## src/rtl/binary_gray_conv.sv

```systemverilog
// Registered binary<->Gray converter with a per-transfer direction select and one cycle of latency.
// Defining BINARY_GRAY_ADJ_CHECK_EN adds adj_ok, which flags single-bit steps between successive Gray words.
module binary_gray_conv #(
    parameter int WIDTH = 4
) (
    input  logic             clk,
    input  logic             rst,
    input  logic             in_valid,
    input  logic             mode,
    input  logic [WIDTH-1:0] din,
    output logic             out_valid,
    output logic [WIDTH-1:0] dout,
`ifdef BINARY_GRAY_ADJ_CHECK_EN
    output logic             adj_ok,
`endif
    output logic             dout_mode
);

    logic [WIDTH-1:0] b2g;
    logic [WIDTH-1:0] g2b;

    logic             out_valid_q, out_valid_d;
    logic [WIDTH-1:0] dout_q, dout_d;
    logic             dout_mode_q, dout_mode_d;

    // Gray->binary bit i is the XOR of all Gray bits from i up to the MSB.
    always_comb begin
        b2g = din ^ (din >> 1);
        g2b = '0;
        for (int i = 0; i < WIDTH; i++) begin
            g2b[i] = ^(din >> i);
        end
    end

    always_comb begin
        out_valid_d = in_valid;
        dout_d      = dout_q;
        dout_mode_d = dout_mode_q;
        if (in_valid) begin
            dout_d      = mode ? g2b : b2g;
            dout_mode_d = mode;
        end
    end

    always_ff @(posedge clk) begin
        if (rst) begin
            out_valid_q <= 1'b0;
            dout_q      <= '0;
            dout_mode_q <= 1'b0;
        end else begin
            out_valid_q <= out_valid_d;
            dout_q      <= dout_d;
            dout_mode_q <= dout_mode_d;
        end
    end

    assign out_valid = out_valid_q;
    assign dout      = dout_q;
    assign dout_mode = dout_mode_q;

`ifdef BINARY_GRAY_ADJ_CHECK_EN
    logic [WIDTH-1:0] gray_cur;
    logic [WIDTH-1:0] gray_diff;
    logic             one_bit_step;
    logic [WIDTH-1:0] hist_q, hist_d;
    logic             hist_valid_q, hist_valid_d;
    logic             adj_ok_q, adj_ok_d;

    // The Gray-domain word is the output in binary->Gray mode and the input in Gray->binary mode.
    always_comb begin
        gray_cur     = mode ? din : b2g;
        gray_diff    = gray_cur ^ hist_q;
        one_bit_step = (gray_diff != '0) && ((gray_diff & (gray_diff - WIDTH'(1))) == '0);
        hist_d       = hist_q;
        hist_valid_d = hist_valid_q;
        adj_ok_d     = adj_ok_q;
        if (in_valid) begin
            hist_d       = gray_cur;
            hist_valid_d = 1'b1;
            adj_ok_d     = hist_valid_q ? one_bit_step : 1'b1;
        end
    end

    always_ff @(posedge clk) begin
        if (rst) begin
            hist_q       <= '0;
            hist_valid_q <= 1'b0;
            adj_ok_q     <= 1'b0;
        end else begin
            hist_q       <= hist_d;
            hist_valid_q <= hist_valid_d;
            adj_ok_q     <= adj_ok_d;
        end
    end

    assign adj_ok = adj_ok_q;
`endif

endmodule

```

## config.mk

```make
export PLATFORM = sky130hd
export DESIGN_NAME = binary_gray_conv
export DESIGN_NICKNAME = d
export VERILOG_FILES = /design/src/rtl/binary_gray_conv.sv
export SDC_FILE = /design/constraint.sdc
export NUM_CORES = 1
export LEC_CHECK = 0
export CORE_AREA = 5 5 42 44
export DETAILED_ROUTE_END_ITERATION = 10
export DIE_AREA = 0 0 47 49
export GPL_TIMING_DRIVEN = 0
export PLACE_DENSITY = 0.42
export SLEW_MARGIN = 15
export SYNTH_ARGS = -nofsm -noshare
export SYNTH_HDL_FRONTEND = slang
export SYNTH_SLANG_ARGS = --single-unit
```

## constraint.sdc

```tcl
create_clock -name clk -period 1.5 [get_ports clk]
set_input_delay 0.3 -clock clk [delete_from_list [all_inputs] [get_ports clk]]
set_output_delay 0.3 -clock clk [all_outputs]
set_load 0.05 [all_outputs]
```

======== After elaboration in Yosys (flattened, before gate mapping) ========
Cells that the tools add are included.
word-level totals
  bits in registers ....................... 6
  input port bits ......................... 8
  output and inout port bits .............. 6
  word-level logic and storage cells ...... 9
cells by class
  muxes and demuxes ....................... 1
  bitwise operators ....................... 1
  reductions and logical operators ........ 4
operator list
  operator          count
  $reduce_xor 4->1  4
  $mux 4            1
  $xor 4x3->4       1

======== Logic depth before layout (Yosys ltp) ========
  word-level depth ........................ 2
  gate-level depth with buffers ........... 5
  gate-level depth less buffers ........... 4

======== Worst setup path before layout ========
OpenSTA, ideal clock, no wires.
  path kind ............................... register -> register
  start point ............................. register dout[0] (netlist name)
  end point ............................... register dout_q[0], in the netlist dout[0]
  library setup time ...................... 0.095 ns
  arrival ................................. 0.922 ns
  data required time ...................... 1.405 ns
  slack ................................... 0.483 ns
  cell stages (with the launch flop) ...... 3
  buffers on the path ..................... 0
  period minus slack after synthesis ...... 1.017 ns
  cell sequence ........................... dfxtp_1 -> inv_1 -> o311ai_1
RTL lines
  item                  RTL line  RTL
  end signal, assigned  52        dout_q <= dout_d;
  end, declared         23        logic [WIDTH-1:0] dout_q, dout_d;

======== Final worst setup path ========
  start point ............................. register dout_q[2], in the netlist dout[2]
  end point ............................... output dout[2]
RTL lines
  item           RTL line  RTL
  end, declared  12        output logic [WIDTH-1:0] dout,
No word-level cell between the ends.

==> implementation parameters <==
Parameter                              Value

Logic synthesis
  Number of flops mapped to enable cells by yosys    0
  Post-Synthesis Net Count    34
  Post-synthesis instance total    26
  Library cells used by synthesis    13
  Synth Cell Area    255 um2
  Sequential element share of the synthesized area    0.471
  Fraction of registers with async set/reset    0
  Flip-flop cell with the highest count after synthesis    sky130_fd_sc_hd__dfxtp_1
  Library cell with the largest summed area after synthesis    sky130_fd_sc_hd__dfxtp_1
  Most common cell in the synthesized netlist    sky130_fd_sc_hd__dfxtp_1
  Number of warnings printed during yosys synthesis    0
  Number of synthesized register bits    6
  Post-synth top area share    0.471
  Mean area per synthesized cell    just under 10 um2
  Top cells by area in the synthesized netlist    sky130_fd_sc_hd__dfxtp_1 (47%), sky130_fd_sc_hd__mux2i_1 (12%), sky130_fd_sc_hd__xnor2_1 (10%)
  Cell types with the highest counts after synthesis    sky130_fd_sc_hd__dfxtp_1 (6), sky130_fd_sc_hd__mux2i_1 (3), sky130_fd_sc_hd__nor2_1 (3), sky130_fd_sc_hd__xnor2_1 (3)

Critical path
  Kind of launch point of the worst setup path    register
  Cells along the critical path    dlygate4sd2_1
  Worst path slowest cell    sky130_fd_sc_hd__dlygate4sd2_1
  Arr. time, crit path    between 1 and 1.5 ns
  Number of buffer and inverter stages on the critical path    1
  Kind of end point of the critical path    output port
  Largest incremental delay on the critical path    ~0.54 ns
  Crit Path Max Fanout    2
  Family with the most delay on the worst path    buffers and inverters
  CP Class    reg2out
  Data required time of the worst path    1.20 ns

GRT
  Via count of the first global-routing pass    237
  Number of antenna violations at the first check in global routing    0
  Total grt overflow    0
  Total GRT Usage    0.0621
  First-pass GRT wire length    993 um
  Largest net degree at the start of global routing    7

Drt
  Number of iterations in the first detailed-routing pass    2
  Number of DRC markers after the initial detailed-route iteration    4
  Final ANT Viol Nets    0
  # DRC    0
  Vias post-DR    239
  Detailed-route wire length per cell    about 10 um
  Average via count per standard cell    4.19
  Post-Route WL    593 um

Timing
  Minimum period implied by the final worst setup slack    1.40 ns
  Slew Limit Headroom    0.668
  Sum of negative setup slack    0 ns
  Final critical-path share of the clock period    0.931
  Worst Tran Pin Value    0.500 ns
  Endpoints failing hold    0
  Setup clock skew after layout    0 ns
  Pins Over Slew Limit    0
  Final setup violation count    0
  F_max    716 MHz
  Setup repair after global routing missed its margin    no

CTS
  CTS tree    done
  Num CTS Buffers    3
  Worst-path clk slew    0.05 ns
  Hold Buf Count CTS    0
  Number of sinks handled by clock tree synthesis    6
  Post-CTS Setup Inserts    0
  Clock tree root driver cell    sky130_fd_sc_hd__clkbuf_4
  Number of H-tree branching levels    1
  Maximum root-to-sink buffer count    2
  Worst-skew pair later-pin latency    0.24 ns

Placement
  DPL Wire Length    around 490 um
  Placed cell count    54
  Routability-driven placement congestion ratio    about 0.65
  Number of buffer cells added on primary ports    12

Power and ir drop
  Pwr Density    1060 nW/um2
  Net Sw Frac    0.299
  Overall power    between 0.4 and 0.5 mW
  Internal power consumption    0.305 mW
  Switching power of the nets    0.130 mW
  Portion of total power attributed to combinational logic    0.258
  Largest voltage drop on the vdd net    0.498 mV
  Sequential share of power    0.406
  Leakage dissipation    0.190 nW
  Clock network fraction of design power    0.336

Floorplanning
  Number of top-level design ports    14
  Placement Rows    14
  Die Span X    approximately 47 um
  Chip Height    49 um
  Initial Util    0.182
  Die area    around 2300 um2
  Core area    1400 um2

Flow run
  Max-cap violation count    0

Final layout
  Post-layout instance count excluding filler cells    57
  Final net count    51
  Area Growth Syn to Fin    60.8%
  Count of inserted antenna diode cells    0
  Share of cells above drive strength 1    0.0976
  Layout Utilization    0.293

Outcome
  Run status    finished clean

Worst hold path
  Hold WC Path Type    in2reg
## timing repair
item | CTS | global route
resized for setup | 6 | 0
setup endpoints to repair | 6 | 0
endpoints found under the hold margin | 0 | 0
## layout by cell type, fill, tap and decap left out, drive strengths merged
cell           n
o22ai          1
clkdlybuf4s50  6
buf            1
nor2           3
dfxtp          6
dlygate4sd2    6
xor2           1
mux2i          3
nand2b         2
o311ai         1
xnor2          3
nand2          1
inv            2
nand4          1
a211o          1
clkbuf         3
## sequential cells by signal, indices dropped and copies added, names as in the netlist
register	flops
dout_mode	1
dout	4
out_valid	1
## path summary, 6_finish.rpt
| kind | cells past startpoint | start | to | slack [ns] |
|---|---|---|---|---|
| setup / recovery | 1 | dout[2]$_SDFFE_PP0P_ | dout[2] | 0.10 |
| hold / removal | 2 | in_valid | dout[0]$_SDFFE_PP0P_ | 0.40 |
| setup reg to reg | 2 | dout[0]$_SDFFE_PP0P_ | dout[0]$_SDFFE_PP0P_ | 0.81 |
| hold reg to reg | 2 | dout[1]$_SDFFE_PP0P_ | dout[1]$_SDFFE_PP0P_ | 0.49 |
## cells by family after synthesis
kind of cell    share of synthesized area
simple gates                        0.132
flops                               0.471
xor+xnor                            0.137
compound gates                     0.0932
mux                                 0.118
buf+inv                            0.0490
## power by group through the flow
| stage | logic, mW | clock network (mW) | registers, mW |
|---|---|---|---|
| floorplan | 0.0315 | 0 | 0.221 |
| finish | 0.112 | 0.146 | 0.176 |
| global placement | 0.121 | 0 | 0.179 |
| global route | 0.119 | 0.165 | 0.178 |
| detailed placement | 0.121 | 0 | 0.180 |
| CTS | 0.114 | 0.154 | 0.177 |
## metal layers
layer	global-route usage	vias to the layer above	wire, um
met4	0.0138	0	5
met5	0	-	0
met1	0.0596	109	228
met3	0.0627	2	69
met2	0.0928	9	290
li1	-	119	-
## cell type report
cell class	count	area (um2)
buffer	1	5.00
clock buffer	3	22.5
fill	171	991
inverter	2	7.51
multi-input combinational	17	123
sequential	6	120
tap	16	20.0
timing repair buffer	12	113
## through the flow
stage                     area [um2]  setup WS, ns  hold WS [ns]
after global placement           395        0.0299         0.470
after CTS                        410        0.0938         0.400
after floorplan                  255         0.483         0.372
final                            410         0.104         0.405
after global routing             410        0.0445         0.401
after detailed placement         395        0.0218         0.485
(Power assumes the default switching activity.)
==> RTL change (config.mk and constraints unchanged) <==
Register the output `out_valid` once more; this adds one clock of latency there. The other outputs are not delayed to match.
--- a/src/rtl/binary_gray_conv.sv
+++ b/src/rtl/binary_gray_conv.sv
@@ -54,7 +54,9 @@
         end
     end
 
-    assign out_valid = out_valid_q;
+    always_ff @(posedge clk) begin
+        out_valid <= out_valid_q;
+    end
     assign dout      = dout_q;
     assign dout_mode = dout_mode_q;
 
Function: changed (a bounded check fails within 4 cycles, from zero or initial values and one cycle with rst high).
==> RTL change against the original RTL <==
Clock power up 17%. Count of clock-buffer cells in the layout up 1. Design area up 5.8%. Core utilization up 1.7 points. Sequential cell count up 1. Synthesized area up 7.8%. Global-route usage down 0.57 points. Worst setup slack worse by 8.7 ps. Routed wire length down 6.4%. Power up 12%. Non-clock buffer count unchanged. Critical path depth unchanged. Largest power group unchanged.
==> RTL change: results (changes against the original RTL) <==
LOGIC SYNTHESIS
-----------------------------------------------------------------------------------------
Yosys warning total                                                                     0   unchanged
Total nets after synthesis                                                             35   +2.9%
Post-synthesis sequential area ratio                                                50.9%   +3.9 points
Proportion of register bits with asynchronous set or reset after synthesis             0%   unchanged
Predominant post-synthesis flop cell                                              dfxtp_1
Unique cell type count in the Yosys netlist                                            13   unchanged
Top cells by count, synth                                                    7 x dfxtp_1, 3 x mux2i_1, 3 x nor2_1, 3 x xnor2_1
Leading cell types by total area after synthesis                             dfxtp_1 51%, mux2i_1 11%, xnor2_1 9.5%

STATUS
-----------------------------------------------------------------------------------------
Status                                                                       finished clean

ROUTING
-----------------------------------------------------------------------------------------
Vias per std cell                                                                    4.03   -3.8%
Number of detailed-route iterations in the first pass                                   2   unchanged
Detailed Route Iter0 Violations                                                         2   -2
Routed wire per std cell                                                          9.41 um   -9.6%

CRITICAL PATH
-----------------------------------------------------------------------------------------
Worst setup path startpoint                                                     dout_mode
Beginning of the worst register-to-register path                                  dout[0]
Worst-path maximum fanout                                                               2   unchanged
Longest individual stage delay on the worst path                                   530 ps
CP Data Arrival Time                                                              1100 ps   about the same
Crit-path leading delay family                                               buffers and inverters
Standard cell with the maximum stage delay on the critical path              dlygate4sd2_1

CLOCK TREE
-----------------------------------------------------------------------------------------
Cell chosen for the clock root                                                   clkbuf_4
H-tree levels                                                                           1   unchanged
Clock buffer count from CTS                                                             3   unchanged
CTS Buffer Depth                                                                        2   unchanged
Number of gates resized after cts                                                       6   unchanged
Clock latency reported for the late side of the worst-skew pair                    250 ps
Postcts setup bufs                                                                      0   unchanged
Clock slew seen by the registers of the worst setup and hold paths                  50 ps   about the same

LAYOUT
-----------------------------------------------------------------------------------------
Antenna cells                                                                           0   unchanged
Largest register FFs                                                                    4   unchanged
Fill cells                                                                            163   -4.7%
Proportion of layout cells with a drive suffix above 1                              9.30%   -0.45 points
Layout Nets                                                                            52   +2.0%

PLACEMENT
-----------------------------------------------------------------------------------------
Worst setup slack after placement                                                 32.4 ps   +10.7 ps
Routability congestion estimate from global placement                               0.695   +7.7%
Count of input and output buffers                                                      12   unchanged
DP HPWL                                                                            446 um   -9.2%

GLOBAL ROUTING
-----------------------------------------------------------------------------------------
First-pass GRT wire length                                                         910 um   -8.4%
Initial antenna violation count                                                         0   unchanged
Overall routing resource usage                                                      5.64%   -0.57 points
Pin count of the biggest net entering global routing                                    7   unchanged
Vias in the first global route                                                        234   -1.3%

STA
-----------------------------------------------------------------------------------------
Relative slew slack                                                                 67.4%   +0.59 points
Max Clock Skew                                                                 0.00999 ps   +0.00999 ps

POWER AND IR DROP
-----------------------------------------------------------------------------------------
Static Leak                                                                      0.199 nW   +5.0%
VDD IR-drop max                                                                  0.412 mV   -17%
Internal power summed over all cells                                           0.000344 W   +13%

WORST HOLD PATH
-----------------------------------------------------------------------------------------
Kind of path behind the tightest hold check                                  flip-flop to flip-flop
Hold path startpoint                                                          out_valid_q

-- RTL change: through the flow --
stage / area [um2] / util [%] / instances
final: 434 / 31.0 / 59
after global routing: 434 / 31.0 / 59
after CTS: 434 / 31.0 / 59
after detailed placement: 415 / 29.6 / 55
after global placement: 415 / 29.6 / 55
after floorplan: 275 / - / 27
-- RTL change: worst paths after layout --
check | end | slack, ps | cells past startpoint
worst min register to register | out_valid | 320 | 0
worst max register to register | dout[0] | 790 | 2
worst min-delay path | out_valid | 320 | 0
worst max-delay path | dout_mode | 100 | 1
-- RTL change: final cells by class --
class	instances	area, um2	share of cell area, %
Multi-Input combinational cell	17	123	28.2
Timing Repair Buffer	12	113	25.9
Tap cell	16	20.0	4.61
Clock buffer	4	26.3	6.05
Buffer	1	5.00	1.15
Inverter	2	7.51	1.73
Sequential cell	7	140	32.3
-- RTL change: layer usage --
layer	track usage, %	vias up	share of wire [%]
li1	-	123	-
met4	5.53	0	0.90
met5	0	-	0
met3	2.95	2	12
met2	6.33	10	41
met1	7.05	103	46
-- RTL change: logic make-up after synthesis --
group | Yosys count | share of synthesized area [%]
buffers and inverters | 3 | 4.54
AND/OR/NAND/NOR | 7 | 12.3
flip-flops | 7 | 50.9
AO/OA/AOI/OAI | 3 | 8.64
multiplexers | 3 | 10.9
XOR/XNOR | 4 | 12.7
-- RTL change: power groups by stage --
stage / registers (W) / clock network [W] / logic [W]
after floorplan: 0.000249 / 0 / 0.0000315
after global placement: 0.000208 / 0 / 0.000121
after detailed placement: 0.000209 / 0 / 0.000120
after CTS: 0.000204 / 0.000179 / 0.000113
after global routing: 0.000205 / 0.000189 / 0.000118
final: 0.000204 / 0.000171 / 0.000112
